--- src/rtl/sdi_localdata_pkg.sv ---
// sdi_localdata_pkg: shared mode codes, pattern header and FSM encoding for the SDI local data generator
package sdi_localdata_pkg;
  localparam logic [1:0] MODE_RAMP = 2'd0;
  localparam logic [1:0] MODE_CHAN = 2'd1;
  localparam logic [1:0] MODE_PAT = 2'd2;
  localparam logic [31:0] PAT_HDR = 32'hA5A5_0000;
  typedef enum logic [1:0] {IDLE, SEND, DONE} state_t;
endpackage

--- src/rtl/sdi_trig_edge.sv ---
// sdi_trig_edge: turns the asynchronous FA/EVR trigger into a one-cycle pulse, or passes it straight through
module sdi_trig_edge #(
  parameter bit TRIG_EDGE = 1
) (
  input  logic sdi_clk,
  input  logic Reset,
  input  logic Trigger,
  output logic trig
);
  if (TRIG_EDGE) begin : g_sync
    logic [2:0] syncReg;
    always_ff @(posedge sdi_clk)
      syncReg <= Reset ? '0 : {syncReg[1:0], Trigger};
    assign trig = syncReg[1] & ~syncReg[2];
  end else begin : g_bypass
    assign trig = Trigger;
  end
endmodule

--- src/rtl/sdi_localdata_gen.sv ---
// sdi_localdata_gen: per-trigger frame generator emitting ramp, channel or pattern words over a valid/ready stream
module sdi_localdata_gen
  import sdi_localdata_pkg::*;
#(
  parameter int NCH = 4,
  parameter int DW = 32,
  parameter int LEN_W = 8,
  parameter bit TRIG_EDGE = 1,
  parameter int OVR_W = 16
) (
  input  logic               sdi_clk,
  input  logic               Reset,
  input  logic               Trigger,
  input  logic [LEN_W-1:0]   pkt_len,
  input  logic [1:0]         mode,
  input  logic [DW-1:0]      ramp_max,
  input  logic [NCH*DW-1:0]  ch_data,
  output logic [DW-1:0]      out_data,
  output logic [LEN_W-1:0]   out_idx,
  output logic               out_last,
  output logic               out_valid,
  input  logic               out_ready,
  output logic               fa_evr_trig,
  output logic               ramp_rst,
  output logic               frame_done,
  output logic               busy,
  output logic               overrun,
  output logic [OVR_W-1:0]   overrun_cnt,
  input  logic               overrun_clr
);
  logic trig, hs, lastWord, ovrEvent;
  state_t state, nextState;
  logic [LEN_W-1:0] shLen;
  logic [1:0] shMode;
  logic [NCH*DW-1:0] shCh;
  logic [DW-1:0] base, baseNext;

  function automatic logic [DW-1:0] wordOf(logic [1:0] m, logic [DW-1:0] b, logic [LEN_W-1:0] i,
                                           logic [NCH*DW-1:0] ch);
    logic [DW-1:0] c;
    c = '0;
    for (int k = 0; k < NCH; k++) if (int'(i) == k) c = ch[k*DW +: DW];
    return m == MODE_RAMP ? b + DW'(i) : m == MODE_CHAN ? c : DW'({PAT_HDR[31:16], 16'(i)});
  endfunction

  sdi_trig_edge #(.TRIG_EDGE(TRIG_EDGE)) u_trig (
    .sdi_clk(sdi_clk),
    .Reset(Reset),
    .Trigger(Trigger),
    .trig(trig)
  );

  assign fa_evr_trig = trig;
  assign busy = state != IDLE;
  assign hs = out_valid && out_ready;
  assign lastWord = out_idx == shLen - LEN_W'(1);
  assign out_last = out_valid && lastWord;
  assign baseNext = base == ramp_max ? '0 : base + DW'(1);
  // a trigger that arrives while a frame is still in flight is lost
  assign ovrEvent = trig && state != IDLE;

  always_ff @(posedge sdi_clk)
    state <= Reset ? IDLE : nextState;

  always_comb begin
    nextState = state;
    nextState = state == IDLE ? (trig ? (pkt_len == '0 ? DONE : SEND) : IDLE) :
                state == SEND ? (hs && lastWord ? DONE : SEND) : IDLE;
  end

  always_ff @(posedge sdi_clk) begin
    if (Reset) begin
      shLen <= '0;
      shMode <= '0;
      shCh <= '0;
      base <= '0;
      out_data <= '0;
      out_idx <= '0;
      out_valid <= 1'b0;
      ramp_rst <= 1'b0;
      frame_done <= 1'b0;
      overrun <= 1'b0;
      overrun_cnt <= '0;
    end else begin
      ramp_rst <= 1'b0;
      frame_done <= state == DONE;
      if (state == IDLE && trig) begin
        shLen <= pkt_len;
        shMode <= mode;
        shCh <= ch_data;
        base <= baseNext;
        ramp_rst <= base == ramp_max;
        out_idx <= '0;
        out_valid <= pkt_len != '0;
        out_data <= wordOf(mode, baseNext, '0, ch_data);
      end else if (state == SEND && hs) begin
        out_valid <= !lastWord;
        out_idx <= lastWord ? out_idx : out_idx + LEN_W'(1);
        out_data <= lastWord ? out_data : wordOf(shMode, base, out_idx + LEN_W'(1), shCh);
      end
      overrun <= overrun_clr ? ovrEvent : overrun | ovrEvent;
      overrun_cnt <= overrun_clr ? OVR_W'(ovrEvent) :
                     ovrEvent && ~&overrun_cnt ? overrun_cnt + OVR_W'(1) : overrun_cnt;
    end
  end
endmodule

--- config.mk ---
export PLATFORM = sky130hd
export DESIGN_NAME = sdi_localdata_gen
export DESIGN_NICKNAME = d
export VERILOG_FILES = /design/src/rtl/sdi_localdata_pkg.sv /design/src/rtl/sdi_trig_edge.sv /design/src/rtl/sdi_localdata_gen.sv
export SDC_FILE = /design/constraint.sdc
export NUM_CORES = 1
export LEC_CHECK = 0
export CAP_MARGIN = 20
export CORE_MARGIN = 2
export CORE_UTILIZATION = 30
export CTS_BUF_LIST = sky130_fd_sc_hd__clkbuf_8
export DETAILED_ROUTE_END_ITERATION = 12
export GPL_TIMING_DRIVEN = 0
export HOLD_SLACK_MARGIN = 0.12
export PLACE_DENSITY = 0.52
export SKIP_CTS_REPAIR_TIMING = 1
export SLEW_MARGIN = 5
export SYNTH_ARGS = -nofsm -noshare
export SYNTH_HDL_FRONTEND = slang
export SYNTH_SLANG_ARGS = --single-unit
--- constraint.sdc ---
create_clock -name sdi_clk -period 9.2 [get_ports sdi_clk]
set_clock_uncertainty 0.1 [all_clocks]
set_input_delay 1.38 -clock sdi_clk [delete_from_list [all_inputs] [get_ports sdi_clk]]
set_output_delay 1.38 -clock sdi_clk [all_outputs]
set_load 0.005 [all_outputs]
* Word level (Yosys, flattened, before mapping)
Index checks and enable logic that the tools add are counted.
** Storage, ports and cells
- Output and inout bits :: 63
- Word-level logic and storage cells :: 80
- Input bits :: 175
- Register bits :: 235
** Operators by class
- Mux-type cells :: 22
- Bitwise logic cells :: 5
- Equal/unequal tests :: 10
- Reductions and logical operators :: 24
- Add/sub/neg operators :: 5
** Operators with widths (count)
- 2-to-1 mux 32 bit :: 12
- adder 32 x 1 -> 32 bit, second input constant :: 1
- adder 32 x 8 -> 32 bit :: 1
- equality test 32 bit :: 1
- adder 16 x 1 -> 16 bit, second input constant :: 1
- equality test 8 x 3 -> 1 bit, second input constant :: 2
- logical NOT 8 bit :: 2
- AND reduction 16 bit :: 1
- 2-to-1 mux 2 bit :: 5
- adder 8 x 1 -> 8 bit, second input constant :: 1
- equality test 8 x 2 -> 1 bit, second input constant :: 1
- equality test 8 bit :: 1
- nonzero test 8 bit :: 1
- subtractor 8 x 1 -> 8 bit, second input constant :: 1
- logical AND 1 bit :: 7
- equality test 2 x 1 -> 1 bit, second input constant :: 3
- logical NOT 2 bit :: 3
- nonzero test 2 bit :: 3
- OR reduction 2 bit :: 3
- 2-to-1 mux 1 bit :: 5
- AND reduction 2 bit :: 2
- NOT 1 bit :: 3
- equality test 2 bit, second input constant :: 1
- logical NOT 1 bit :: 2
- 3 further kinds :: 3

* Depth between registers and ports, before layout
- Word-level depth :: 11
- Depth in mapped cells :: 14
- Depth with buffers taken out :: 12

* Modules after synthesis
Synthesis repeated with hierarchy kept, for this count alone.
** Second synthesis, totals
- Cells, all modules :: 1743
- Area total of the unflattened synthesis :: 12859.8 um^2
** By module, submodules not included
- sdi_localdata_gen :: cells an instance 1736, instances 1, seq. area each 4644.5 um^2, area each 12772.2 um^2
- sdi_trig_edge :: cells an instance 7, instances 1, seq. area each 60.1 um^2, area each 87.6 um^2

* Least setup slack after synthesis
Ideal clock, no wire load.
- Path type :: register to output
- From :: reg shLen[0]
- To :: out out_last
- Arrival time :: 1.719 ns
- Path slack :: 6.001 ns
- Path buffers :: 0
- Cell stages (with the launch flop) :: 8
- Cell sequence :: dfxtp_1 > inv_1 > ha_1 > xor2_1 > xnor2_1 > nand4_1 > nor4_1 > and2_1
** On the way
- Longest elaborated chain between the ends :: 3
** Ends and longest elaborated chain
- from (decl) :: RTL line sdi_localdata_gen.sv:33 : logic [LEN_W-1:0] shLen;
- from (signal assigned) :: RTL line sdi_localdata_gen.sv:88 : shLen <= pkt_len;
- subtractor 8 x 1 -> 8 bit :: RTL line sdi_localdata_gen.sv:56 : assign lastWord = out_idx == shLen - LEN_W'(1);
- equality test 8 bit :: RTL line sdi_localdata_gen.sv:56
- logical AND 1 bit :: RTL line sdi_localdata_gen.sv:57 : assign out_last = out_valid && lastWord;
- to (decl) :: RTL line sdi_localdata_gen.sv:20 : output logic out_last,
Every way passes these cells.

* Final worst setup path
Same ends and word-level chain as after synthesis.

==> run metrics <==
clk root buf clkbuf_8; first-pass GRT wire length ~90000 um; PnR worst setup slack ~4400 ps; CTS clock-pin slew for the worst setup and hold paths about 60 ps; Tmin final between 4000 and 5000 ps; Initial Util slightly above 30%; HP Class reg -> reg; top-area cell type share of the netlist area 36.71%; CTS H-Tree Depth 2; FF-to-FF setup slack between 4000 and 5000 ps; FF-to-FF Start out_idx[1]; drt pass-1 iters 6; post-route ant nets 0; RSZ-0062 raised after global routing false; Post-DP Area around 16000 um2; RR Endpoint out_data[31]; hold depth 1; Worst-Skew Late Latency ~630 ps; Synth Flop Type dfxtp_1; synth top area cells dfxtp_1 37%, nand2_1 12%, a21oi_1 10%, xor2_1 6.1%, nor2_1 2.9%; Layout area overhead 30.88%; library cells used by synthesis 74; CP max FO 6; Synth top cells by count 423 x nand2_1, 263 x a21oi_1, 235 x dfxtp_1, 99 x nor2_1, 97 x clkbuf_1; Final Util roughly 40%; number of vias per cell between 5 and 6; status finished, final reports clean; cell accounting for the most synthesized area dfxtp_1; peak supply drop between 0.00007 and 0.00008 V; initial antenna violation count 2; Final Setup Violations 0; Routed WL 62300 um; number of enable flip-flop cells after synthesis 0; DRC 0; Setup crit start kind flip-flop; number of buffers created by CTS between 40 and 50; Slew @ Worst Pin between 1000 and 1500 ps; TritonCTS clock tree built; post-synthesis cell area ~13000 um2; Final Hold Fails 0; PD cells ~140 nW/um2; Max Cap Viol 0; HP Start u_trig.g_sync.syncReg[0]; hold worst-path end u_trig.g_sync.syncReg[1]; Die Area approximately 44000 um2; Mean Syn Cell Area between 7 and 8 um2; fin area around 17000 um2; setup_tns 0 ps; Tcrit/Tclk final 52.51%; asr flop ratio synth 0%; Slew HR between 20% and 30%; Gate Count Post-Synth 1745; Routed WL per cell between 20 and 25 um; vias in the first global route ~14000; Total GRT Usage between 20 and 30%; total power 2.410 mW; Die Ht around 210 um; WHS around 350 ps; die width between 200 and 250 um; # IOs 238; largest net degree at the start of global routing 13; count leader, synth nand2_1; vias around 14000; #FFs+latches synth roughly 240; placed wire-length estimate around 49000 um; gr ovfl total 0; Clock Tree Buf Depth 3; Slew Viols, Final 0; clock sink count between 200 and 250; leakage between 5 and 6 nW; CP Capture Type output pin; Yosys warning total 0; Setup CP Type reg -> out; Total Nets Final ~2200; Rows 75; Worst EP required approximately 7700 ps; maximum achievable frequency ~210 MHz; I/O Buffers ~240; sequential-to-total area share from yosys stat between 30% and 40%; total core area approximately 42000 um2; Arr. time, crit path 3350 ps; proportion of layout cells with a drive suffix above 1 slightly above 6%; Routability Congestion just under 1; initial DRC count roughly 1500; syn_nets 1937; dpl cells ~2500; FF-to-FF path depth 12; worst slack, placed ~4500 ps; fin cells between 2000 and 3000
registers in the layout (all words and copies together), names as in the netlist:
name / flops
base: 32
frame_done: 1
out_data: 32
out_idx: 8
out_valid: 1
overrun: 1
overrun_cnt: 16
ramp_rst: 1
shCh: 128
shLen: 8
shMode: 2
state: 2
u_trig.g_sync.syncReg: 3
report_power, final:
| group | switching, mW | internal (mW) | total (mW) |
|---|---|---|---|
| clock | 0.497 | 0.575 | 1.07 |
| sequential | 0.0243 | 1.05 | 1.07 |
| combinational | 0.149 | 0.119 | 0.268 |
kinds of logic (layout without fill, tap and decap cells):
family,Yosys count,count (layout),share of synthesized area (%)
other,0,1,0
multiplexers,1,1,0.07811
AND/OR/NAND/NOR,724,724,25.00
XOR/XNOR,120,120,8.202
AO/OA/AOI/OAI,481,481,22.93
adder cells (fa/ha/maj),17,17,1.718
flip-flops,235,235,36.71
buffers and inverters,167,485,5.360
metal layers:
metal | track usage [%] | vias up | part of all wire, %
li1 | - | 6665 | -
met1 | 38.28 | 6870 | 45
met2 | 41.69 | 642 | 43
met3 | 6.482 | 117 | 8.9
met4 | 9.228 | 2 | 3.3
met5 | 0 | - | 0.019
worst max-delay path, cell delays in order, from the launching register on:
cell and delay, ps:
dfxtp_1 460, inv_1 100, ha_1 250, nor3b_1 160, xnor2_1 160, nand4_1 220, nor4_1 660, and2_1 210
clkdlybuf4s50_1 500
how the worst max path moves through the flow:
stage          cells after the start          from           end  slack, ps
3_5_place_dp                      10  ramp_max[17]  out_data[29]       4490
6_report                           8      shLen[0]      out_last       4370
4_1_cts                            8      shLen[0]      out_last       4300
5_1_grt                            8      shLen[0]      out_last       4110
2_1_floorplan                      7      shLen[0]      out_last       6000
3_3_place_gp                      10  ramp_max[17]  out_data[29]       4520
area by class of cell:
cell class / instances / area, um2
clock inverters: 23 / 106.4
flip-flops and latches: 235 / 4705
clock buffers: 59 / 812.0
repair buffers: 236 / 2362
fillers: 4478 / 25270
multi-input cells: 1343 / 7423
well taps: 539 / 674.4
plain buffers: 151 / 626.9
diodes: 1 / 2.502
inverters: 16 / 60.06
placed cells by master (no fill, tap or decap), types with 13 or more instances in the layout:
cell / instances
dfxtp_1: 235
clkbuf_1: 97
nand3b_1: 20
nand3_1: 35
o21ai_0: 63
buf_1: 13
nand2_1: 423
buf_2: 37
nor2_1: 99
xor2_1: 89
nor3_1: 34
or3_1: 19
ha_1: 16
xnor2_1: 31
a221oi_1: 19
inv_1: 30
clkdlybuf4s50_1: 236
a21oi_1: 263
a211oi_1: 15
o211ai_1: 18
nor4_1: 21
clkbuf_8: 59
nand4_1: 21
(Power assumes the default switching activity.)
==> RTL edit 1 (config.mk and constraints unchanged) <==
Set the parameter `LEN_W` to 16 (it was 8).
--- a/src/rtl/sdi_localdata_gen.sv
+++ b/src/rtl/sdi_localdata_gen.sv
@@ -6,3 +6,3 @@
   parameter int DW = 32,
-  parameter int LEN_W = 8,
+  parameter int LEN_W = 16,
   parameter bit TRIG_EDGE = 1,
Interface: changed (resized out_idx and pkt_len); port bits go from 238 to 254. No check against the original RTL was run, so the function may have changed too.
==> RTL edit 1 against the original RTL <==
  * Critical path depth is 2 higher
  * Global-route usage is 0.42 points lower
  * Power is 8.6% higher
  * Via count is 14% higher
  * Clock power is 9% higher
  * Combinational power is 14% higher
  * Sequential cell count is 16 higher
  * Worst setup slack worse by 0.36 ns
  * Design area is 12% higher
  * Wire length is 12% higher
  * Count of clock-buffer cells in the layout is 4 higher
  * Synthesized area is 13% higher
  * Critical path type unchanged
  * Critical endpoint unchanged
  * Largest cell class unchanged
  * Largest power group is now clock
==> RTL edit 1: results (changes against the original RTL) <==
Route
  – First-pass detailed-route iteration total: 5 (-1)
  – Wirelength per Cell: 23.77 um (-0.69%)
  – Vias: 16267 (+14%)
  – Starting DRT DRC Count: 1489 (-1.7%)

Final layout
  – Layout cells sized above 1: 5.408% (-0.75 points)
  – Multi-input combinational cell area: 8767 um2 (+18%)
  – Nets: 2510 (+13%)
  – Fill cells: 5089 (+14%)

Global routing
  – Grt total ovfl: 0 (unchanged)
  – Total GRT Usage: 27.09% (-0.42 points)
  – Initial antenna violation count: 1 (-1)
  – Number of global-route vias before repair: 15420 (+13%)
  – Largest net degree at the start of global routing: 15 (+2)
  – First-pass GRT wire length: 99660 um (+11%)

Worst setup path
  – CP max FO: 6 (unchanged)
  – Reg2Reg Depth: 13 (+1)

Place
  – HPWL Detailed: 55930 um (+14%)
  – Placed inst area: 17820 um2 (+12%)
  – Routability congestion estimate: 1.040 (+5.8%)
  – IO Port Bufs: 252 (+6.8%)

Outcome
  – Status: complete, no violations

Min path
  – Worst Hold Depth: 1 (unchanged)

Clock network
  – Clock Latency Late Sink: 0.65 ns (+0.02 ns)
  – Reg clk slew, reported paths: 0.06 ns (about the same)
  – Root Buffer: clkbuf_8
  – Total CTS buffers: 49 (+8.9%)

Synthesis
  – Syn Nets: 2206 (+14%)
  – Synth area leaders: dfxtp_1, nand2_1, a21oi_1
  – Synthesis Warnings: 0 (unchanged)
  – Post-synth top cells: nand2_1, a21oi_1, dfxtp_1, nor2_1, clkbuf_1
  – Post-synth cell types: 87 (+18%)
  – Post-synthesis sequential area ratio: 34.58% (-2.1 points)

Pwr
  – Pleak: 6.544 nW (+13%)
  – Peak VDD IR: 0.07850 mV (+3.8%)
  – P_int: 1.890 mW (+8.6%)

STA
  – Max_slew headroom: 22.40% (-3.1 points)
==> RTL edit 1: changes by cell type after synthesis, sizes merged, moves of 10 or more <==
cell / delta
xnor2: +20
ha: +10
a211oi: +10
a21oi: +27
nor2: +36
nand2: +22
and3: +12
buf: -20
o21ai: +25
clkbuf: +36
dfxtp: +16
nand3: +11
==> RTL edit 1: layout make-up <==
| cell class | instances | area share, % |
|---|---|---|
| multi-input cells | 1560 | 46.59 |
| plain buffers | 167 | 3.557 |
| clock inverters | 18 | 0.6516 |
| well taps | 615 | 4.089 |
| repair buffers | 253 | 13.43 |
| flip-flops and latches | 251 | 26.70 |
| diodes | 1 | 0.01330 |
| inverters | 18 | 0.3590 |
| clock buffers | 63 | 4.608 |
==> RTL edit 1: power groups by stage <==
stage	clock network, mW	logic [mW]	registers (mW)
after detailed placement	0	0.299	1.16
after floorplan	0	0.130	1.15
after global placement	0	0.298	1.16
after global routing	1.24	0.323	1.14
after CTS	1.19	0.300	1.14
final	1.17	0.305	1.14
==> RTL edit 1: stage by stage <==
step	total power, mW	std cells	setup WS (ns)
5_1_grt	2.704	2946	3.776
4_1_cts	2.630	2944	4.006
3_3_place_gp	1.461	2863	4.120
2_1_floorplan	1.281	1996	5.454
6_report	2.616	2946	4.014
3_5_place_dp	1.463	2863	4.094
==> RTL edit 1: worst max-delay path: stages, from the launching register on <==
cell and delay [ns]:
dfxtp_1 0.36, inv_1 0.08, ha_1 0.26, or4b_1 0.49, a2111oi_2 0.29, nor3_1 0.15
a211o_1 0.25, nor4_1 0.27, o2111a_1 0.27, and2_1 0.14, clkdlybuf4s50_1 0.49
==> RTL edit 1: cells by family after synthesis <==
kind of cell               share of synthesized area [%]
and+or+nand+nor                                    26.69
buffers and inverters                              5.072
adders and majority gates                          2.377
muxes                                             0.4392
xor gates and xnor gates                           8.560
AOI/OAI and AO/OA                                  22.28
DFF                                                34.58
==> RTL edit 1: final timing paths <==
| check | startpoint | endpoint | slack (ns) |
|---|---|---|---|
| setup / recovery | shLen[0] | out_last | 4.01 |
| hold reg to reg | u_trig.g_sync.syncReg[0] | u_trig.g_sync.syncReg[1] | 0.34 |
| hold / removal | u_trig.g_sync.syncReg[0] | u_trig.g_sync.syncReg[1] | 0.34 |
| setup reg to reg | out_idx[1] | out_data[31] | 4.26 |
==> RTL edit 1: routing by layer <==
layer  up-vias  global-route usage [%]  wire (um)  share of wire, %
met5         -                       0          0                 0
met1      7882                   36.62      31100                44
met4         0                   8.667       2199               3.1
met2       695                   43.25      31340                45
met3       117                   5.338       5387               7.7
li1       7573                       -          -                 -
==> RTL edit 2 (same flow settings) <==
Without the edit above. Register the input `mode` before use, cleared by the reset. The logic sees it one clock later. The other inputs are not delayed to match.
--- a/src/rtl/sdi_localdata_gen.sv
+++ b/src/rtl/sdi_localdata_gen.sv
@@ -30,2 +30,13 @@
 );
+
+  logic [1:0] mode_q;
+
+  always_ff @(posedge sdi_clk) begin
+    if (Reset) begin
+      mode_q <= '0;
+    end else begin
+      mode_q <= mode;
+    end
+  end
+
   logic trig, hs, lastWord, ovrEvent;
@@ -88,3 +99,3 @@
         shLen <= pkt_len;
-        shMode <= mode;
+        shMode <= mode_q;
         shCh <= ch_data;
@@ -94,3 +105,3 @@
         out_valid <= pkt_len != '0;
-        out_data <= wordOf(mode, baseNext, '0, ch_data);
+        out_data <= wordOf(mode_q, baseNext, '0, ch_data);
       end else if (state == SEND && hs) begin
Behaviour: not the same (Yosys sat finds a counterexample within 4 cycles, from zero or initial values and one cycle with Reset high).
==> RTL edit 2 against the original RTL <==
  * Power grew 3.6%
  * Worst setup slack gained 0.36 ns
  * Largest power group is now clock
  * Design area grew 3.1%
  * Critical endpoint is now out_data[29]
  * Clock power grew 7%
  * Critical path type is now reg2reg
  * First-iteration DRC count shrank 4.6%
  * Count of clock-buffer cells in the layout shrank 1
  * Critical path depth grew 5
  * Cell count grew 2.5%
  * Wire length shrank 0.39%
  * Sequential cell count grew 2
  * Synthesized cell count grew 1.2%
  * Synthesized area grew 3.1%
==> RTL edit 2: results (changes against the original RTL) <==
Worst setup path
  – Reg-to-Reg End: out_data[29]
  – Crit path capture: out_data[29]
  – Internal reg-to-reg setup slack: 4.73 ns (+0.15 ns)
  – Reg2Reg Depth: 13 (+1)
  – Largest stage delay on the critical path: 0.58 ns (-0.08 ns)
  – CP max-delay cell: dfxtp_1
  – Arrival time of the worst setup path: 4.92 ns (+1.57 ns)
  – Kind of critical path: reg2reg

Synthesis
  – Post-synth top cells: nand2_1, a21oi_1, dfxtp_1, clkbuf_1, nor2_1
  – Compound-cell area share of the yosys netlist: 21.81% (-1.1 points)
  – Post-Synth Adder-Cell Area: 1.667% (-0.051 points)
  – Mux share of post-synthesis cell area: 0.4642% (+0.39 points)
  – Syn_area_per_cell: 7.479 um2 (+1.8%)
  – Synth area leaders: dfxtp_1, nand2_1, a21oi_1
  – Xor-xnor portion of the synthesized cell area: 8.062% (-0.14 points)
  – Post-synthesis sequential area ratio: 35.92% (-0.79 points)
  – Post-synth cell types: 91 (+23%)

Route
  – Vias: 14523 (+1.6%)
  – Final wirelength: 62060 um (-0.39%)
  – Starting DRT DRC Count: 1446 (-4.6%)

Pwr
  – Sequential share of power: 43.2% (-1.2 points)
  – Combinational share of power: 10.7% (-0.4 points)
  – Pleak: 5.706 nW (-1.8%)
  – P_int: 1.828 mW (+5.1%)
  – Peak VDD IR: 0.08126 mV (+7.5%)

Min path
  – Hold endpoint: frame_done
  – Min-delay src: state[0]

Place
  – Placed inst area: 16300 um2 (+2.8%)
  – HPWL Detailed: 48830 um (-0.26%)
  – DP Cell Count: 2587 (+2.7%)
  – IO Port Bufs: 236 (unchanged)

Global routing
  – First-pass GRT wire length: 89330 um (-0.59%)
  – Number of global-route vias before repair: 14035 (+2.6%)
  – GR Util met2: 41.48% (-0.21 points)
  – Met1 Track Usage GR: 36.41% (-1.9 points)
  – Total GRT Usage: 26.89% (-0.62 points)
  – GR Util met3: 5.668% (-0.81 points)

Final layout
  – Layout cells sized above 1: 7.153% (+1.0 points)
  – Layout Cells excl Fill: 2669 (+2.5%)
  – Fill cells: 4495 (+0.38%)
  – Nets: 2241 (+0.95%)

Outcome
  – Status: complete, no violations

STA
  – Tmin final: 4.474 ns (-0.3567 ns)
  – Hold WS: 0.3381 ns (-0.01259 ns)
RTL edit 2: cell types whose count changed after synthesis, moves of 12 or more:
cell | unedited run | this run
clkbuf_1 | 97 | 111
nand3b_1 | 20 | 32
xnor2_1 | 31 | 76
a21oi_1 | 263 | 250
nor2_1 | 99 | 86
nand2_1 | 423 | 435
xor2_1 | 89 | 43
RTL edit 2: cell type report:
cell class | instances | area (um2) | area share, %
clock buffers | 58 | 798.3 | 4.618
flip-flops and latches | 237 | 4745 | 27.44
plain buffers | 153 | 649.4 | 3.756
multi-input cells | 1357 | 7742 | 44.79
well taps | 585 | 732.0 | 4.234
repair buffers | 236 | 2362 | 13.66
clock inverters | 23 | 185.2 | 1.071
inverters | 19 | 71.32 | 0.4125
diodes | 1 | 2.502 | 0.01447
RTL edit 2: per-layer routing:
layer,up-vias,routed length [um]
met5,-,0
met1,6944,26990
met3,154,5407
met2,712,26900
met4,0,2762
li1,6713,-
